--- config.mk ---
export PLATFORM = sky130hd
export DESIGN_NAME = ps2_host_tx_flat
export DESIGN_NICKNAME = d
export VERILOG_FILES = /design/src/rtl/ps2_host_tx_if.sv /design/src/rtl/ps2_host_tx.sv /design/src/flat_wrapper.sv
export SDC_FILE = /design/constraint.sdc
export NUM_CORES = 1
export LEC_CHECK = 0
export ABC_CLOCK_PERIOD_IN_PS = 5100
export BUFFER_PORTS_ARGS = -buffer_cell sky130_fd_sc_hd__buf_2
export CAP_MARGIN = 5
export CORE_MARGIN = 2
export CORE_UTILIZATION = 45
export CTS_BUF_LIST = sky130_fd_sc_hd__clkbuf_16
export DETAILED_ROUTE_END_ITERATION = 16
export GPL_ROUTABILITY_DRIVEN = 0
export PLACE_DENSITY_LB_ADDON = 0.1
export SKIP_CTS_REPAIR_TIMING = 1
export SYNTH_ARGS = -nofsm -noshare
export SYNTH_HDL_FRONTEND = slang
export SYNTH_SLANG_ARGS = --single-unit
--- constraint.sdc ---
create_clock -name clk -period 5.1 [get_ports clk]
set_clock_uncertainty 0.05 [all_clocks]
set_input_delay 1.02 -clock clk [delete_from_list [all_inputs] [get_ports clk]]
set_output_delay 1.02 -clock clk [all_outputs]
set_load 0.03 [all_outputs]
--- src/rtl/ps2_host_tx_if.sv ---
// Command handshake between a controller and the PS/2 host transmitter.
// The controller supplies a byte and start pulse; the transmitter reports status.
interface ps2_host_tx_if;
    logic [7:0] tx_data;
    logic       tx_start;
    logic       busy;
    logic       done;
    logic       ack_error;

    modport master (
        output tx_data,
        output tx_start,
        input  busy,
        input  done,
        input  ack_error
    );

    modport slave (
        input  tx_data,
        input  tx_start,
        output busy,
        output done,
        output ack_error
    );
endinterface

--- src/rtl/ps2_host_tx.sv ---
// PS/2 host-to-device transmitter: inhibit, request-to-send, device-clocked
// frame shift-out, ACK sampling and timeout, driving both lines open-drain.
module ps2_host_tx #(
    parameter int INHIBIT_CYCLES = 10000,
    parameter int RTS_CYCLES     = 200,
    parameter int TIMEOUT_CYCLES = 1500000
) (
    input  logic          clk,
    input  logic          rst_n,
    ps2_host_tx_if.slave  cmd,
    input  logic          ps2_clk_in,
    input  logic          ps2_data_in,
    output logic          ps2_clk_oe,
    output logic          ps2_data_oe
);

    typedef enum logic [2:0] {
        IDLE, INHIBIT, RTS, SEND, WAIT_ACK, WAIT_IDLE, DONE
    } state_t;

    localparam logic [13:0] INH_LAST = 14'(INHIBIT_CYCLES - 1);
    localparam logic [13:0] RTS_LAST = 14'(RTS_CYCLES - 1);
    localparam logic [20:0] TO_LAST  = 21'(TIMEOUT_CYCLES - 1);

    state_t      state, state_n;
    logic [1:0]  clk_sync, data_sync;
    logic        clk_prev;
    logic        sync_clk, sync_data, fall;
    logic [13:0] phase, phase_n;
    logic [20:0] to_cnt, to_n;
    logic [3:0]  bit_cnt, bit_n;
    logic [9:0]  frame, frame_n;
    logic        err, err_n;
    logic        sdata, sdata_n;
    logic        ack_q, ack_n;
    logic        busy_q, done_q;
    logic        clk_oe_n, data_oe_n;
    logic        timeout;

    assign sync_clk  = clk_sync[1];
    assign sync_data = data_sync[1];
    assign fall      = clk_prev & ~sync_clk;
    assign timeout   = (to_cnt == TO_LAST);

    assign cmd.busy      = busy_q;
    assign cmd.done      = done_q;
    assign cmd.ack_error = ack_q;

    // Pin synchronizers; idle bus level is high, so reset them high.
    always_ff @(posedge clk or negedge rst_n) begin
        if (!rst_n) begin
            clk_sync  <= 2'b11;
            data_sync <= 2'b11;
            clk_prev  <= 1'b1;
        end else begin
            clk_sync  <= {clk_sync[0], ps2_clk_in};
            data_sync <= {data_sync[0], ps2_data_in};
            clk_prev  <= sync_clk;
        end
    end

    // State, counters and registered outputs; reset releases both lines.
    always_ff @(posedge clk or negedge rst_n) begin
        if (!rst_n) begin
            state       <= IDLE;
            phase       <= '0;
            to_cnt      <= '0;
            bit_cnt     <= '0;
            frame       <= '0;
            err         <= 1'b0;
            sdata       <= 1'b0;
            ack_q       <= 1'b0;
            busy_q      <= 1'b0;
            done_q      <= 1'b0;
            ps2_clk_oe  <= 1'b0;
            ps2_data_oe <= 1'b0;
        end else begin
            state       <= state_n;
            phase       <= phase_n;
            to_cnt      <= to_n;
            bit_cnt     <= bit_n;
            frame       <= frame_n;
            err         <= err_n;
            sdata       <= sdata_n;
            ack_q       <= ack_n;
            busy_q      <= (state_n != IDLE) && (state_n != DONE);
            done_q      <= (state_n == DONE);
            ps2_clk_oe  <= clk_oe_n;
            ps2_data_oe <= data_oe_n;
        end
    end

    // Next-state and next-output logic; an edge beats a same-cycle timeout.
    always_comb begin
        state_n = state;
        phase_n = phase;
        to_n    = to_cnt;
        bit_n   = bit_cnt;
        frame_n = frame;
        err_n   = err;
        sdata_n = sdata;
        ack_n   = ack_q;
        unique case (state)
            IDLE: begin
                if (cmd.tx_start) begin
                    frame_n = {1'b1, ~^cmd.tx_data, cmd.tx_data};
                    err_n   = 1'b0;
                    ack_n   = 1'b0;
                    phase_n = '0;
                    to_n    = '0;
                    state_n = INHIBIT;
                end
            end
            INHIBIT: begin
                if (phase == INH_LAST) begin
                    phase_n = '0;
                    state_n = RTS;
                end else begin
                    phase_n = phase + 14'd1;
                end
            end
            RTS: begin
                if (phase == RTS_LAST) begin
                    phase_n = '0;
                    bit_n   = '0;
                    to_n    = '0;
                    sdata_n = 1'b1;
                    state_n = SEND;
                end else begin
                    phase_n = phase + 14'd1;
                end
            end
            SEND: begin
                if (fall) begin
                    to_n    = '0;
                    sdata_n = ~frame[0];
                    frame_n = {1'b0, frame[9:1]};
                    bit_n   = bit_cnt + 4'd1;
                    if (bit_cnt == 4'd9) state_n = WAIT_ACK;
                end else if (timeout) begin
                    err_n   = 1'b1;
                    state_n = DONE;
                end else begin
                    to_n = to_cnt + 21'd1;
                end
            end
            WAIT_ACK: begin
                if (fall) begin
                    to_n    = '0;
                    err_n   = sync_data;
                    state_n = WAIT_IDLE;
                end else if (timeout) begin
                    err_n   = 1'b1;
                    state_n = DONE;
                end else begin
                    to_n = to_cnt + 21'd1;
                end
            end
            WAIT_IDLE: begin
                if (sync_clk && sync_data) begin
                    state_n = DONE;
                end else if (fall) begin
                    to_n = '0;
                end else if (timeout) begin
                    err_n   = 1'b1;
                    state_n = DONE;
                end else begin
                    to_n = to_cnt + 21'd1;
                end
            end
            DONE: begin
                to_n    = '0;
                state_n = IDLE;
            end
            default: state_n = IDLE;
        endcase
        if (state_n == DONE) ack_n = err_n;
        clk_oe_n  = (state_n == INHIBIT) || (state_n == RTS);
        data_oe_n = (state_n == RTS) || ((state_n == SEND) && sdata_n);
    end

endmodule

--- src/flat_wrapper.sv ---
// flat-port wrapper written by rule: the top's interface ports become plain ports
module ps2_host_tx_flat 
#(
    parameter int INHIBIT_CYCLES = 10000,
    parameter int RTS_CYCLES     = 200,
    parameter int TIMEOUT_CYCLES = 1500000
)
  (clk, rst_n, ps2_clk_in, ps2_data_in, ps2_clk_oe, ps2_data_oe, cmd_tx_data, cmd_tx_start, cmd_busy, cmd_done, cmd_ack_error);
  ps2_host_tx_if cmd_i ();
  input  logic clk;
  input  logic rst_n;
  input  logic ps2_clk_in;
  input  logic ps2_data_in;
  output logic ps2_clk_oe;
  output logic ps2_data_oe;
  input wire logic [$bits(cmd_i.tx_data)-1:0] cmd_tx_data;
  input wire logic [$bits(cmd_i.tx_start)-1:0] cmd_tx_start;
  output wire logic [$bits(cmd_i.busy)-1:0] cmd_busy;
  output wire logic [$bits(cmd_i.done)-1:0] cmd_done;
  output wire logic [$bits(cmd_i.ack_error)-1:0] cmd_ack_error;
  assign cmd_i.tx_data = cmd_tx_data;
  assign cmd_i.tx_start = cmd_tx_start;
  assign cmd_busy = cmd_i.busy;
  assign cmd_done = cmd_i.done;
  assign cmd_ack_error = cmd_i.ack_error;
  ps2_host_tx #(.INHIBIT_CYCLES(INHIBIT_CYCLES), .RTS_CYCLES(RTS_CYCLES), .TIMEOUT_CYCLES(TIMEOUT_CYCLES)) u_core (.clk(clk), .rst_n(rst_n), .cmd(cmd_i), .ps2_clk_in(ps2_clk_in), .ps2_data_in(ps2_data_in), .ps2_clk_oe(ps2_clk_oe), .ps2_data_oe(ps2_data_oe));
endmodule
==> key figures <==
Critical path
  • Critical-path top delay cell: and3b_1
  • CP cell instances: and3b_1 -> o21ai_1 -> nor3_4 -> or2_1 -> nor3_1 -> o22a_1
  • Critical Path Max Stage Delay: 0.67 ns
  • CP max FO: 13
  • Worst EP required: 5.26 ns
  • CP Launch Type: register
  • CP bufs+invs: 0
  • Crit-path leading delay family: simple AND/OR/NAND/NOR gates
  • CP arrival: 3.08 ns
  • Critical path type: reg2reg
  • Setup crit end kind: register

Pwr
  • Cell leakage power: 0.00171 uW
  • PD cells: 340 nW/um2
  • Design Power: 1370 uW
  • VDD IR max: 0.226 mV

Die
  • Die Wd: 93.2 um
  • Die area: 8680 um2
  • Core area: 7730 um2
  • Initial Utilization: 0.463
  • Row count: 32
  • Die Span Y: 93.2 um
  • # IOs: 18

Global route
  • Largest net degree at the start of global routing: 41
  • Initial antenna violation count: 0
  • Number of global-route vias before repair: 2721
  • First-pass GRT wire length: 13300 um
  • All-Layer GR Usage: 0.196
  • Gr ovfl total: 0

STA
  • RSZ-0062 raised after global routing: no
  • Crit share post-route: 0.571
  • Min Tclk post-route: 2.91 ns
  • Worst-Margin Slew: 0.973 ns
  • Worst slew margin: 0.351
  • FMAX: 343 MHz
  • Finish-stage setup viols: 0
  • Total negative slack: 0 ns
  • Final hold vios: 0
  • Max-slew violations: 0

Clock tree
  • H-tree depth: 3
  • Total CTS buffers: 9
  • Clk Latency, worst-skew pair: 0.33 ns
  • Clk buf depth: 2
  • Clock-pin slew on the worst setup and hold paths: 0.06 ns
  • Clock sink count: 64
  • CTS tree: yes
  • Root Buffer: clkbuf_16

Logic synthesis
  • Mux share of post-synthesis cell area: 0.0283
  • Yosys warning total: 0
  • Largest family of logic cells by synthesized area: simple AND/OR/NAND/NOR gates
  • Number of flops mapped to enable cells by yosys: 0
  • Yosys reg bits: 64
  • Compound-Gate Fraction of Synth Area: 0.150
  • Seq/Total Area, Yosys: 0.449
  • Simple-Gate Fraction of Synth Area: 0.267
  • Asr flop ratio synth: 1.00
  • Post-Synth Adder-Cell Area: 0.0140
  • Syn nets: 390
  • Primary FF master, synth: dfrtp_1
  • Synth cell types: 58
  • Average cell area after synthesis: 9.60 um2
  • Post-synthesis xor/xnor area fraction: 0.0636
  • Synth Instances: 373
  • Synth Cell Area: 3580 um2

Layout
  • Flip-flop and latch area: 1610 um2
  • Design Area, Final: 4030 um2
  • Antenna Cells: 0
  • Final #Nets: 406
  • Layout cells sized above 1: 0.152
  • Multi-input logic area: 1870 um2
  • Area growth, synth to finish: 12.5%
  • Fin util: 0.521
  • Fillers: 698

Place
  • IO buf count: 17
  • DP HPWL: 5360 um
  • Placed cell areas: 3730 um2

Detailed routing
  • Final ANT Viol Nets: 0
  • Iteration count of the initial detailed-routing pass: 6
  • WL/cell: 15.4 um
  • DRC Markers: 0
  • DRT Wirelength: 7660 um
  • Vias per cell: 5.57
  • Vias: 2762
  • DRT iter0 DRCs: 145

Status
  • Outcome: finished clean

Hold path
  • Hold WC Path Type: reg2reg

Flow run
  • MaxCap Viol Count: 0
## logic make-up after synthesis
kind of cell               count (synthesis)
and+or+nand+nor                          170
AOI/OAI and AO/OA                         78
muxes                                     10
xor gates and xnor gates                  26
DFF                                       64
buffers and inverters                     21
adders and majority gates                  4
## final timing paths
kind                                       endpoint                 from  cells after the start  slack [ns]
max in group asynchronous          u_core.to_cnt[8]                rst_n                      2        3.44
worst max register to register    u_core.to_cnt[16]      u_core.state[0]                      6        2.19
worst min register to register  u_core.data_sync[1]  u_core.data_sync[0]                      0        0.31
worst min-delay path            u_core.data_sync[1]  u_core.data_sync[0]                      0        0.31
min in group asynchronous           u_core.phase[5]                rst_n                      1        0.63
worst max-delay path              u_core.to_cnt[16]      u_core.state[0]                      6        2.19
## layout by cell type, fill, tap and decap left out, types with 5 or more instances in the layout
master     instances
a21oi_1           14
and3_1             7
buf_2             17
clkbuf_16          9
dfrtp_1           59
dfstp_2            5
inv_1              8
mux2i_1            9
nand2_1           49
nand2b_1           8
nand3_1            7
nand4_1           11
nor2_1            39
nor3_1            13
o21ai_0           17
o21ai_1           13
o31ai_1            8
xnor2_1           15
xor2_1            11
## cells in the mapped netlist (5+ instances only)
library cell	instances	area share
xnor2_1	15	0.037
and3_1	7	0.012
o31ai_1	8	0.017
buf_2	5	0.0070
nand2b_1	8	0.014
dfrtp_1	59	0.41
nand4_1	11	0.019
nand2_1	49	0.051
o21ai_1	13	0.018
a21oi_1	14	0.020
nor2_1	39	0.041
xor2_1	11	0.027
nand3_1	7	0.0098
inv_1	8	0.0084
clkbuf_1	6	0.0063
nor3_1	13	0.018
mux2i_1	9	0.025
dfstp_2	5	0.037
o21ai_0	17	0.024
## registers in the layout (all words and copies together), names as in the netlist
name,flops
u_core.cmd.ack_error,1
u_core.phase,14
u_core.to_cnt,21
u_core.frame,10
u_core.data_sync,2
u_core.ps2_data_oe,1
u_core.cmd.busy,1
u_core.bit_cnt,4
u_core.clk_prev,1
u_core.sdata,1
u_core.state,3
u_core.cmd.done,1
u_core.err,1
u_core.ps2_clk_oe,1
u_core.clk_sync,2
## metrics by stage
stage	worst slack, ns	hold WS [ns]	instances
after floorplan	2.89	0.295	373
after global placement	2.29	0.296	480
after detailed placement	2.18	0.299	480
after CTS	2.17	0.307	496
after global routing	1.95	0.308	496
final	2.19	0.305	496
## power breakdown
group	total (uW)	internal (uW)	switching, uW
clock network	611	378	233
registers	613	563	49.5
logic	146	64.4	81.5
## layer usage
layer	vias to the layer above	part of all wire	GRT usage	wire (um)
li1	1375	-	-	-
met1	1321	0.50	0.278	3820
met2	55	0.45	0.293	3450
met3	11	0.036	0.0451	276
met4	0	0.014	0.0711	110
met5	-	0	0	0
## cell type report
| type | instances | area share |
|---|---|---|
| flip-flops and latches | 64 | 0.399 |
| multi-input cells | 288 | 0.465 |
| inverters | 8 | 0.00746 |
| repair buffers | 18 | 0.0230 |
| clock inverters | 7 | 0.0177 |
| well taps | 102 | 0.0317 |
| clock buffers | 9 | 0.0559 |
Note: power is estimated with default switching activity, not from simulation.
